==> src/rtl/fp_adder_pkg.sv <==
// Shared sizing for the floating-point adder datapath (mantissa, exponent and
// normalisation blocks).
package fp_adder_pkg;

    localparam int unsigned MANT_WIDTH_DEFAULT = 24;

    // Width needed to hold a leading-zero count of 0..width inclusive.
    function automatic int unsigned lz_width(input int unsigned width);
        return $clog2(width + 1);
    endfunction

endpackage

==> src/rtl/fp_leading_zero_counter.sv <==
// Combinational leading-zero counter; an all-zero input yields WIDTH.
module fp_leading_zero_counter
    import fp_adder_pkg::*;
#(
    parameter  int unsigned WIDTH = MANT_WIDTH_DEFAULT,
    localparam int unsigned CW    = lz_width(WIDTH)
) (
    input  logic [WIDTH-1:0] data_i,
    output logic [CW-1:0]    count_o
);

    // Scan upward so the most significant set bit is the last one to win.
    always_comb begin
        count_o = CW'(WIDTH);
        for (int unsigned i = 0; i < WIDTH; i++) begin
            if (data_i[i]) begin
                count_o = CW'(WIDTH - 1 - i);
            end
        end
    end

endmodule

==> src/rtl/fp_mantissa_addsub_pipe.sv <==
// Two-stage sign-magnitude mantissa add/subtract with valid/ready handshakes:
// stage 1 holds the raw sum and sign, stage 2 the flags and leading-zero count.
module fp_mantissa_addsub_pipe
    import fp_adder_pkg::*;
#(
    parameter  int unsigned MANT_WIDTH = MANT_WIDTH_DEFAULT,
    localparam int unsigned LZ_WIDTH   = lz_width(MANT_WIDTH)
) (
    input  logic                  clk,
    input  logic                  reset_n,
    input  logic                  in_valid,
    output logic                  in_ready,
    input  logic [MANT_WIDTH-1:0] input1_magnitude,
    input  logic [MANT_WIDTH-1:0] input2_magnitude,
    input  logic                  input1_sign,
    input  logic                  input2_sign,
    input  logic                  op_subtract,
    output logic                  out_valid,
    input  logic                  out_ready,
    output logic [MANT_WIDTH-1:0] result_magnitude,
    output logic                  carry_out,
    output logic                  result_sign,
    output logic                  result_zero,
    output logic [LZ_WIDTH-1:0]   leading_zeros
);

    localparam int unsigned SUM_W = MANT_WIDTH + 1;

    logic                  eff_sign2_c;
    logic                  eff_sub_c;
    logic [SUM_W-1:0]      sum_c;
    logic                  sign_c;
    logic                  s2_adv_c;
    logic                  accept_c;
    logic [LZ_WIDTH-1:0]   lz_c;

    logic                  s1_valid_q, s1_valid_d;
    logic [SUM_W-1:0]      s1_sum_q,   s1_sum_d;
    logic                  s1_sign_q,  s1_sign_d;

    logic                  s2_valid_q, s2_valid_d;
    logic [MANT_WIDTH-1:0] s2_mag_q,   s2_mag_d;
    logic                  s2_carry_q, s2_carry_d;
    logic                  s2_sign_q,  s2_sign_d;
    logic                  s2_zero_q,  s2_zero_d;
    logic [LZ_WIDTH-1:0]   s2_lz_q,    s2_lz_d;

    // Sign-magnitude add/subtract; equal-magnitude subtraction is forced to +0.
    always_comb begin
        eff_sign2_c = input2_sign ^ op_subtract;
        eff_sub_c   = input1_sign ^ eff_sign2_c;
        sum_c       = '0;
        sign_c      = 1'b0;
        if (!eff_sub_c) begin
            sum_c  = SUM_W'(input1_magnitude) + SUM_W'(input2_magnitude);
            sign_c = input1_sign;
        end else if (input1_magnitude > input2_magnitude) begin
            sum_c  = SUM_W'(input1_magnitude - input2_magnitude);
            sign_c = input1_sign;
        end else if (input1_magnitude < input2_magnitude) begin
            sum_c  = SUM_W'(input2_magnitude - input1_magnitude);
            sign_c = eff_sign2_c;
        end
    end

    fp_leading_zero_counter #(
        .WIDTH (MANT_WIDTH)
    ) u_lzc (
        .data_i  (s1_sum_q[MANT_WIDTH-1:0]),
        .count_o (lz_c)
    );

    // A stage advances when the stage after it is empty or being consumed.
    assign s2_adv_c = !s2_valid_q || out_ready;
    assign in_ready = !s1_valid_q || s2_adv_c;
    assign accept_c = in_valid && in_ready;

    always_comb begin
        s1_valid_d = s1_valid_q;
        s1_sum_d   = s1_sum_q;
        s1_sign_d  = s1_sign_q;
        s2_valid_d = s2_valid_q;
        s2_mag_d   = s2_mag_q;
        s2_carry_d = s2_carry_q;
        s2_sign_d  = s2_sign_q;
        s2_zero_d  = s2_zero_q;
        s2_lz_d    = s2_lz_q;

        if (in_ready) begin
            s1_valid_d = in_valid;
        end
        if (accept_c) begin
            s1_sum_d  = sum_c;
            s1_sign_d = sign_c;
        end

        if (s2_adv_c) begin
            s2_valid_d = s1_valid_q;
            if (s1_valid_q) begin
                s2_mag_d   = s1_sum_q[MANT_WIDTH-1:0];
                s2_carry_d = s1_sum_q[MANT_WIDTH];
                s2_sign_d  = s1_sign_q;
                s2_zero_d  = (s1_sum_q == '0);
                s2_lz_d    = s1_sum_q[MANT_WIDTH] ? '0 : lz_c;
            end
        end
    end

    always_ff @(posedge clk or negedge reset_n) begin
        if (!reset_n) begin
            s1_valid_q <= 1'b0;
            s1_sum_q   <= '0;
            s1_sign_q  <= 1'b0;
            s2_valid_q <= 1'b0;
            s2_mag_q   <= '0;
            s2_carry_q <= 1'b0;
            s2_sign_q  <= 1'b0;
            s2_zero_q  <= 1'b0;
            s2_lz_q    <= '0;
        end else begin
            s1_valid_q <= s1_valid_d;
            s1_sum_q   <= s1_sum_d;
            s1_sign_q  <= s1_sign_d;
            s2_valid_q <= s2_valid_d;
            s2_mag_q   <= s2_mag_d;
            s2_carry_q <= s2_carry_d;
            s2_sign_q  <= s2_sign_d;
            s2_zero_q  <= s2_zero_d;
            s2_lz_q    <= s2_lz_d;
        end
    end

    assign out_valid        = s2_valid_q;
    assign result_magnitude = s2_mag_q;
    assign carry_out        = s2_carry_q;
    assign result_sign      = s2_sign_q;
    assign result_zero      = s2_zero_q;
    assign leading_zeros    = s2_lz_q;

endmodule

==> config.mk <==
export PLATFORM = sky130hd
export DESIGN_NAME = fp_mantissa_addsub_pipe
export DESIGN_NICKNAME = d
export VERILOG_FILES = /design/src/rtl/fp_adder_pkg.sv /design/src/rtl/fp_leading_zero_counter.sv /design/src/rtl/fp_mantissa_addsub_pipe.sv
export SDC_FILE = /design/constraint.sdc
export NUM_CORES = 1
export LEC_CHECK = 0
export ABC_AREA = 1
export ABC_CLOCK_PERIOD_IN_PS = 3900
export CORE_MARGIN = 3
export CORE_UTILIZATION = 45
export CTS_BUF_LIST = sky130_fd_sc_hd__clkbuf_4 sky130_fd_sc_hd__clkbuf_8 sky130_fd_sc_hd__clkbuf_16
export CTS_CLUSTER_SIZE = 8
export DETAILED_ROUTE_END_ITERATION = 16
export GPL_ROUTABILITY_DRIVEN = 0
export PLACE_DENSITY_LB_ADDON = 0.15
export SLEW_MARGIN = 20
export SYNTH_ARGS = -nofsm -noshare
export SYNTH_HDL_FRONTEND = slang
export SYNTH_SLANG_ARGS = --single-unit
==> constraint.sdc <==
create_clock -name clk -period 3.9 [get_ports clk]
set_input_delay 0.39 -clock clk [delete_from_list [all_inputs] [get_ports clk]]
set_output_delay 0.39 -clock clk [all_outputs]
set_load 0.02 [all_outputs]
==> results of run 1 <==
-- metrics by stage --
stage,cell area (µm²),power (W),std cells
6_report,7980,0.00323,1279
5_1_grt,7980,0.00348,1279
4_1_cts,7980,0.00324,1279
3_5_place_dp,7700,0.00250,1264
3_3_place_gp,7700,0.00248,1264
2_1_floorplan,6760,0.00193,1022
-- routing by layer --
metal / share of wire [%] / wire (µm)
met2: 42 / 7760
met1: 49 / 9090
met5: 0 / 0
met3: 7.2 / 1330
met4: 2.1 / 387
-- sequential cells by signal, indices dropped and copies added (netlist names) --
signal            cells
s1_valid_q            1
result_magnitude     24
out_valid             1
leading_zeros         5
carry_out             1
result_zero           1
s1_sign_q             1
result_sign           1
s1_sum_q             25
-- Yosys cell counts (3+ instances only) --
library cell | n | area [µm²]
nand2_1 | 226 | 848
a31oi_1 | 13 | 81.3
dfrtp_1 | 60 | 1500
buf_2 | 11 | 55.1
nand2_4 | 3 | 33.8
inv_1 | 160 | 601
nand4_1 | 3 | 18.8
o21bai_1 | 3 | 22.5
a21boi_1 | 3 | 22.5
buf_4 | 10 | 75.1
a21oi_1 | 99 | 495
fa_1 | 3 | 60.1
nor2_2 | 3 | 18.8
nor4_1 | 6 | 37.5
o211ai_2 | 3 | 37.5
o21ai_0 | 73 | 365
o21a_1 | 7 | 52.6
o21ai_2 | 6 | 52.6
o211ai_1 | 4 | 30.0
nor3_1 | 3 | 15.0
nand2_2 | 6 | 37.5
o21ai_1 | 13 | 65.1
buf_6 | 3 | 33.8
a21o_1 | 7 | 52.6
a21oi_2 | 8 | 70.1
nor2_1 | 94 | 353
clkbuf_1 | 10 | 37.5
ha_1 | 72 | 901
o22ai_1 | 6 | 37.5
nand3_1 | 34 | 170
xor2_1 | 37 | 324
inv_2 | 6 | 22.5
-- cell families (layout without fill, tap and decap cells) --
kind of cell / Yosys count / count (layout)
simple gates: 384 / 384
buf+inv: 206 / 279
fa+ha+maj: 75 / 75
xor+xnor: 38 / 38
compound gates: 259 / 259
flops: 60 / 60
-- worst paths after layout --
kind / startpoint / to / slack [ps] / cells past startpoint
setup / recovery: input1_magnitude[18] / s1_sum_q[1] / 850 / 14
hold / removal: reset_n / result_magnitude[1] / 60 / 1
setup reg to reg: out_valid / s1_sum_q[12] / 2110 / 8
hold reg to reg: result_magnitude[16] / result_magnitude[16] / 480 / 2
max in group asynchronous: reset_n / s1_sum_q[24] / 2990 / 2
min in group clk: result_magnitude[16] / result_magnitude[16] / 480 / 2
-- worst register-to-register path, stage by stage (launching register included) --
cell and delay, ps:
dfrtp_1 390, nand3_1 140, nand2_1 60, buf_4 200, inv_1 190, buf_4 300
o21ai_0 140, a21oi_1 200, a21oi_1 60
-- report_power, final --
group	total, W	switching [W]	internal [W]
combinational	0.00156	0.000945	0.000618
clock	0.000724	0.000253	0.000471
sequential	0.000938	0.000125	0.000813
total	0.00323	0.00132	0.00190
-- cell type report --
class,instances,area share [%]
Tap cell,184,2.88
Clock buffer,13,3.35
Inverter,168,7.93
Sequential cell,60,18.8
Timing Repair Buffer,96,11.7
Multi-Input combinational cell,756,55.2
Clock inverter,2,0.125
==> results.json, run 1 <==
{
  "status": "finished clean",
  "slew_viol_final": 0,
  "grt-ovfl-total": 0,
  "synth-edff-count": 0,
  "drc": 0,
  "synthAdderAreaFrac_pct": 14.2,
  "yosys.area_share.simple_pct": 23.6,
  "critPathSlowestCell": "clkdlybuf4s50_1",
  "grt_pass1_vias": 6274,
  "cts.sinks": 60,
  "worstPathCellList": "clkdlybuf4s50_1 -> inv_1 -> ha_1 -> a21oi_1 -> o21ai_1 -> a221o_1 -> a21oi_2 -> nand2_4 -> inv_4 -> nor2_8 -> inv_2 -> nor2_1 -> o21ai_0 -> o21ai_0",
  "maxSlewHeadroom_pct": 49.7,
  "critPathMaxStageDelay_ps": 510,
  "crit_fanout": 18,
  "clk_latency_ps": 330,
  "die_w_um": 129,
  "period_needed_ps": 3050,
  "synth_mux_area_share_pct": 0,
  "die_h_um": 129,
  "rsz0062_at_grt": "false",
  "ys.flop_type": "dfrtp_1",
  "routed_wl_um": 18600,
  "cts_setup_buffers": 0,
  "vias_per_cell": 5.24,
  "path_common_cell": "o21ai_0",
  "mostFrequentLayoutCell": "nand2_1",
  "grt_use_met3_pct": 2.95,
  "drive_above_1_share_pct": 6.21,
  "cp.buffers_inverters": 4,
  "synth-seq-cells": 60,
  "clockBufferDepth": 2,
  "grt_pass1_wl_um": 30800,
  "p_per_area_nw_per_um2": 404,
  "grt_most_used_layer": "met2",
  "num_vias": 6703,
  "syn_inst": 1022,
  "crit_path_end_kind": "register",
  "place_ws_ps": 551,
  "cts_root_buf": "clkbuf_16",
  "grt_max_degree": 35,
  "required_ps": 4100,
  "port-buffer-count": 88,
  "critical_path_class": "primary input to register",
  "syn_nets": 1152,
  "hp-class": "primary input to async pin",
  "worst_slew_pin_slew_ps": 753,
  "area_growth_pct": 18.1,
  "drtIter0Drc": 527,
  "fin_setup_tns_ps": 0,
  "core_um2": 14600,
  "crit_arrival_ps": 3250,
  "nNetsFinal": 1221,
  "peakVddDrop_v": 0.000264,
  "fmax_mhz": 328,
  "mostFrequentLayoutCells": "nand2_1, inv_1, a21oi_1, nor2_1, clkdlybuf4s50_1",
  "num_rows": 44,
  "netlist_area_um2": 6760,
  "hold_viol": 0,
  "drv_cap": 0,
  "path_clk_slew_ps": 50,
  "cts_buffers": 9,
  "grt_use_met1_pct": 33.6,
  "start_kind": "primary input",
  "dieArea_um2": 16500,
  "cts_tree": "yes",
  "async_reset_ff_share_pct": 100,
  "leakagePower_nw": 4.13,
  "drtPass1Iterations": 6,
  "use_met2_pct": 34.4,
  "synth-xor-area-share_pct": 4.92,
  "synth_compound_area_share_pct": 22.4,
  "hold_slack_ps": 60.4,
  "regArea_um2": 1500,
  "hpwlAfterDp_um": 15100,
  "routedWlPerCell_um": 14.5,
  "yosysUniqueCellTypes": 55,
  "yosysSeqAreaShare_pct": 22.2,
  "crit_family": "compound AO/OA/AOI/OAI gates",
  "drtAntennaViolNets": 0,
  "skew_ps": 3.65,
  "min_period_over_period_pct": 78.3,
  "num-fill-cells": 1499,
  "antenna_found_initial": 0,
  "final-setup-viol-count": 0,
  "fin_util_pct": 54.7,
  "multi_input_area_um2": 4400,
  "start_util_pct": 46.3,
  "track_usage_pct": 22.6,
  "cts-resized-gates": 0,
  "htree_levels": 3,
  "final.setup.worst_slack_ps": 847,
  "ys_warn_count": 0,
  "n_antenna_cell": 0,
  "hold_buffers": 0,
  "synth_top_family_by_area": "simple AND/OR/NAND/NOR gates",
  "avgSynthCellArea_um2": 6.61,
  "io_pins": 89
}
(Power assumes the default switching activity.)
==> inputs of run 2 (changes only) <==
--- a/config.mk
+++ b/config.mk
@@ -6,7 +6,7 @@
 export NUM_CORES = 1
 export LEC_CHECK = 0
 export ABC_AREA = 1
-export ABC_CLOCK_PERIOD_IN_PS = 3900
+export ABC_CLOCK_PERIOD_IN_PS = 2600
 export CORE_MARGIN = 3
 export CORE_UTILIZATION = 45
 export CTS_BUF_LIST = sky130_fd_sc_hd__clkbuf_4 sky130_fd_sc_hd__clkbuf_8 sky130_fd_sc_hd__clkbuf_16
==> constraint.sdc (replaced) <==
create_clock -name clk -period 2.6 [get_ports clk]
set_input_delay 0.26 -clock clk [delete_from_list [all_inputs] [get_ports clk]]
set_output_delay 0.26 -clock clk [all_outputs]
set_load 0.02 [all_outputs]
==> results.json, run 2 (same netlist as run 1, synthesis figures left out) <==
{
  "peakVddDrop_v": 0.000354,
  "hold_buffers": 0,
  "clockPowerShare_pct": 21.2,
  "drtPass1Iterations": 5,
  "track_usage_pct": 24.2,
  "num_rows": 44,
  "core_um2": 14600,
  "leakagePower_nw": 5.22,
  "cts_root_buf": "clkbuf_16",
  "crit_path_end_kind": "register",
  "antenna_found_initial": 0,
  "num_vias": 7564,
  "clockBufferDepth": 2,
  "combPwrFrac_pct": 53.1,
  "mostFrequentLayoutCell": "nand2_1",
  "skew_ps": 5.35,
  "grt_pass1_vias": 6998,
  "period_needed_ps": 2490,
  "required_ps": 2810,
  "regMostFlops": "s1_sum_q",
  "cts.sinks": 60,
  "switching_share_pct": 38.7,
  "final-setup-viol-count": 0,
  "grt_max_degree": 41,
  "critical_path_class": "primary input to register",
  "path_clk_slew_ps": 50,
  "fin_area_um2": 9940,
  "dieArea_um2": 16500,
  "largest_reg_flops": 25,
  "drtIter0Drc": 632,
  "htree_levels": 3,
  "n_antenna_cell": 0,
  "seqPwrFrac_pct": 25.7,
  "num-fill-cells": 1291,
  "cts_buffers": 9,
  "crit_fanout": 9,
  "vias_per_cell": 5.07,
  "start_kind": "primary input",
  "area_growth_pct": 47.1,
  "drive_above_1_share_pct": 25.7,
  "hpwlAfterDp_um": 16700,
  "dpl_cell_area_um2": 9220,
  "port-buffer-count": 88,
  "worst_r2r_path_depth": 24,
  "reg2reg_setup_slack_ps": 830,
  "place_ws_ps": -370,
  "routed_wl_um": 20600,
  "start_util_pct": 46.3,
  "p_per_area_nw_per_um2": 548,
  "slew_viol_final": 0,
  "io_pins": 89,
  "hp-class": "primary input to async pin",
  "maxSlewHeadroom_pct": 41.8,
  "cts_tree": "yes",
  "die_h_um": 129,
  "drv_cap": 0,
  "die_w_um": 129,
  "final.setup.worst_slack_ps": 111,
  "drc": 0,
  "routedWlPerCell_um": 13.8,
  "clk_latency_ps": 320,
  "mostFrequentLayoutCells": "nand2_1, buf_4, inv_1, nor2_1, a21oi_1",
  "intPower_w": 0.00334,
  "crit_arrival_ps": 2700,
  "min_period_over_period_pct": 95.7,
  "drtAntennaViolNets": 0,
  "r2r-start": "s1_sum_q[2]",
  "p_sw_w": 0.00211,
  "grt-ovfl-total": 0,
  "status": "finished clean",
  "nNetsFinal": 1433,
  "worst_slew_pin_slew_ps": 873,
  "rsz0062_at_grt": "true",
  "rr_endpoint": "leading_zeros[0]",
  "grt_pass1_wl_um": 32700,
  "hold_viol": 0,
  "fmax_mhz": 402
}
==> run 2: changes by cell type in the layout (fill, tap and decap cells not counted), sizes merged <==
cell | before | now
clkinv | 3 | 2
nor2 | 98 | 99
bufinv | 0 | 1
dlymetal6s2s | 0 | 4
buf | 9 | 220
clkdlybuf4s50 | 87 | 83
==> run 2: repair_timing <==
item	CTS	global route
cloned	0	1
endpoints found under the hold margin	0	0
pin swaps	0	14
buffers inserted	0	9
resized for setup	6	73
setup endpoints to repair	5	25
==> run 2: power by group through the flow <==
| stage | logic [W] | registers (W) | clock network [W] |
|---|---|---|---|
| global route | 0.00320 | 0.00144 | 0.00120 |
| global placement | 0.00270 | 0.00140 | 0 |
| CTS | 0.00275 | 0.00140 | 0.00117 |
| floorplan | 0.00129 | 0.00160 | 0 |
| detailed placement | 0.00273 | 0.00142 | 0 |
| finish | 0.00290 | 0.00140 | 0.00115 |
==> run 2: per-layer routing <==
layer	global-route usage, %	vias to the layer above	part of all wire, %
met5	0	-	0
li1	-	3852	-
met3	2.49	45	7.5
met4	7.04	0	2.4
met1	35.8	3359	47
met2	37.3	308	43
==> run 2: worst max-delay path by stage <==
stage	from	endpoint	slack (ps)	cells after the start
4_1_cts	input1_magnitude[1]	s1_sum_q[5]	7	18
3_5_place_dp	input1_magnitude[4]	s1_sum_q[19]	-370	17
5_1_grt	input1_magnitude[15]	s1_sum_q[22]	-110	15
2_1_floorplan	input1_magnitude[18]	s1_sum_q[18]	480	15
6_report	input1_magnitude[18]	s1_sum_q[24]	110	16
3_3_place_gp	input1_magnitude[18]	s1_sum_q[21]	-360	17
==> run 2: worst max-delay path: stages <==
cell and delay (ps):
clkdlybuf4s50_1 470, inv_1 70, ha_4 250, buf_6 140, a21oi_4 140, o21ai_2 90, a221o_1 370, a21oi_2 170
nand2_4 80, inv_6 100, nor2_8 70, buf_12 130, o2111ai_1 80, nand3_1 130, nand2_1 100, nand2_1 50
==> run 2: cell type report <==
class	instances	area, µm²	share of cell area, %
multi-input cells	757	4720	47.4
well taps	184	230	2.32
clock buffers	13	262	2.63
repair buffers	307	2560	25.7
clock inverters	2	35.0	0.352
flip-flops and latches	60	1500	15.1
inverters	168	638	6.42
==> run 2: metrics by stage <==
stage | util, % | TNS, ps | hold WS, ps | std cells | power [W]
6_report | 68.1 | 0 | 51.7 | 1491 | 0.00545
5_1_grt | 68.1 | -175 | 120 | 1491 | 0.00584
4_1_cts | 65.3 | 0 | 84.9 | 1481 | 0.00532
3_5_place_dp | 63.2 | -7060 | 417 | 1466 | 0.00415
3_3_place_gp | 63.2 | -6470 | 415 | 1466 | 0.00411
2_1_floorplan | - | 0 | -35.6 | 1022 | 0.00289
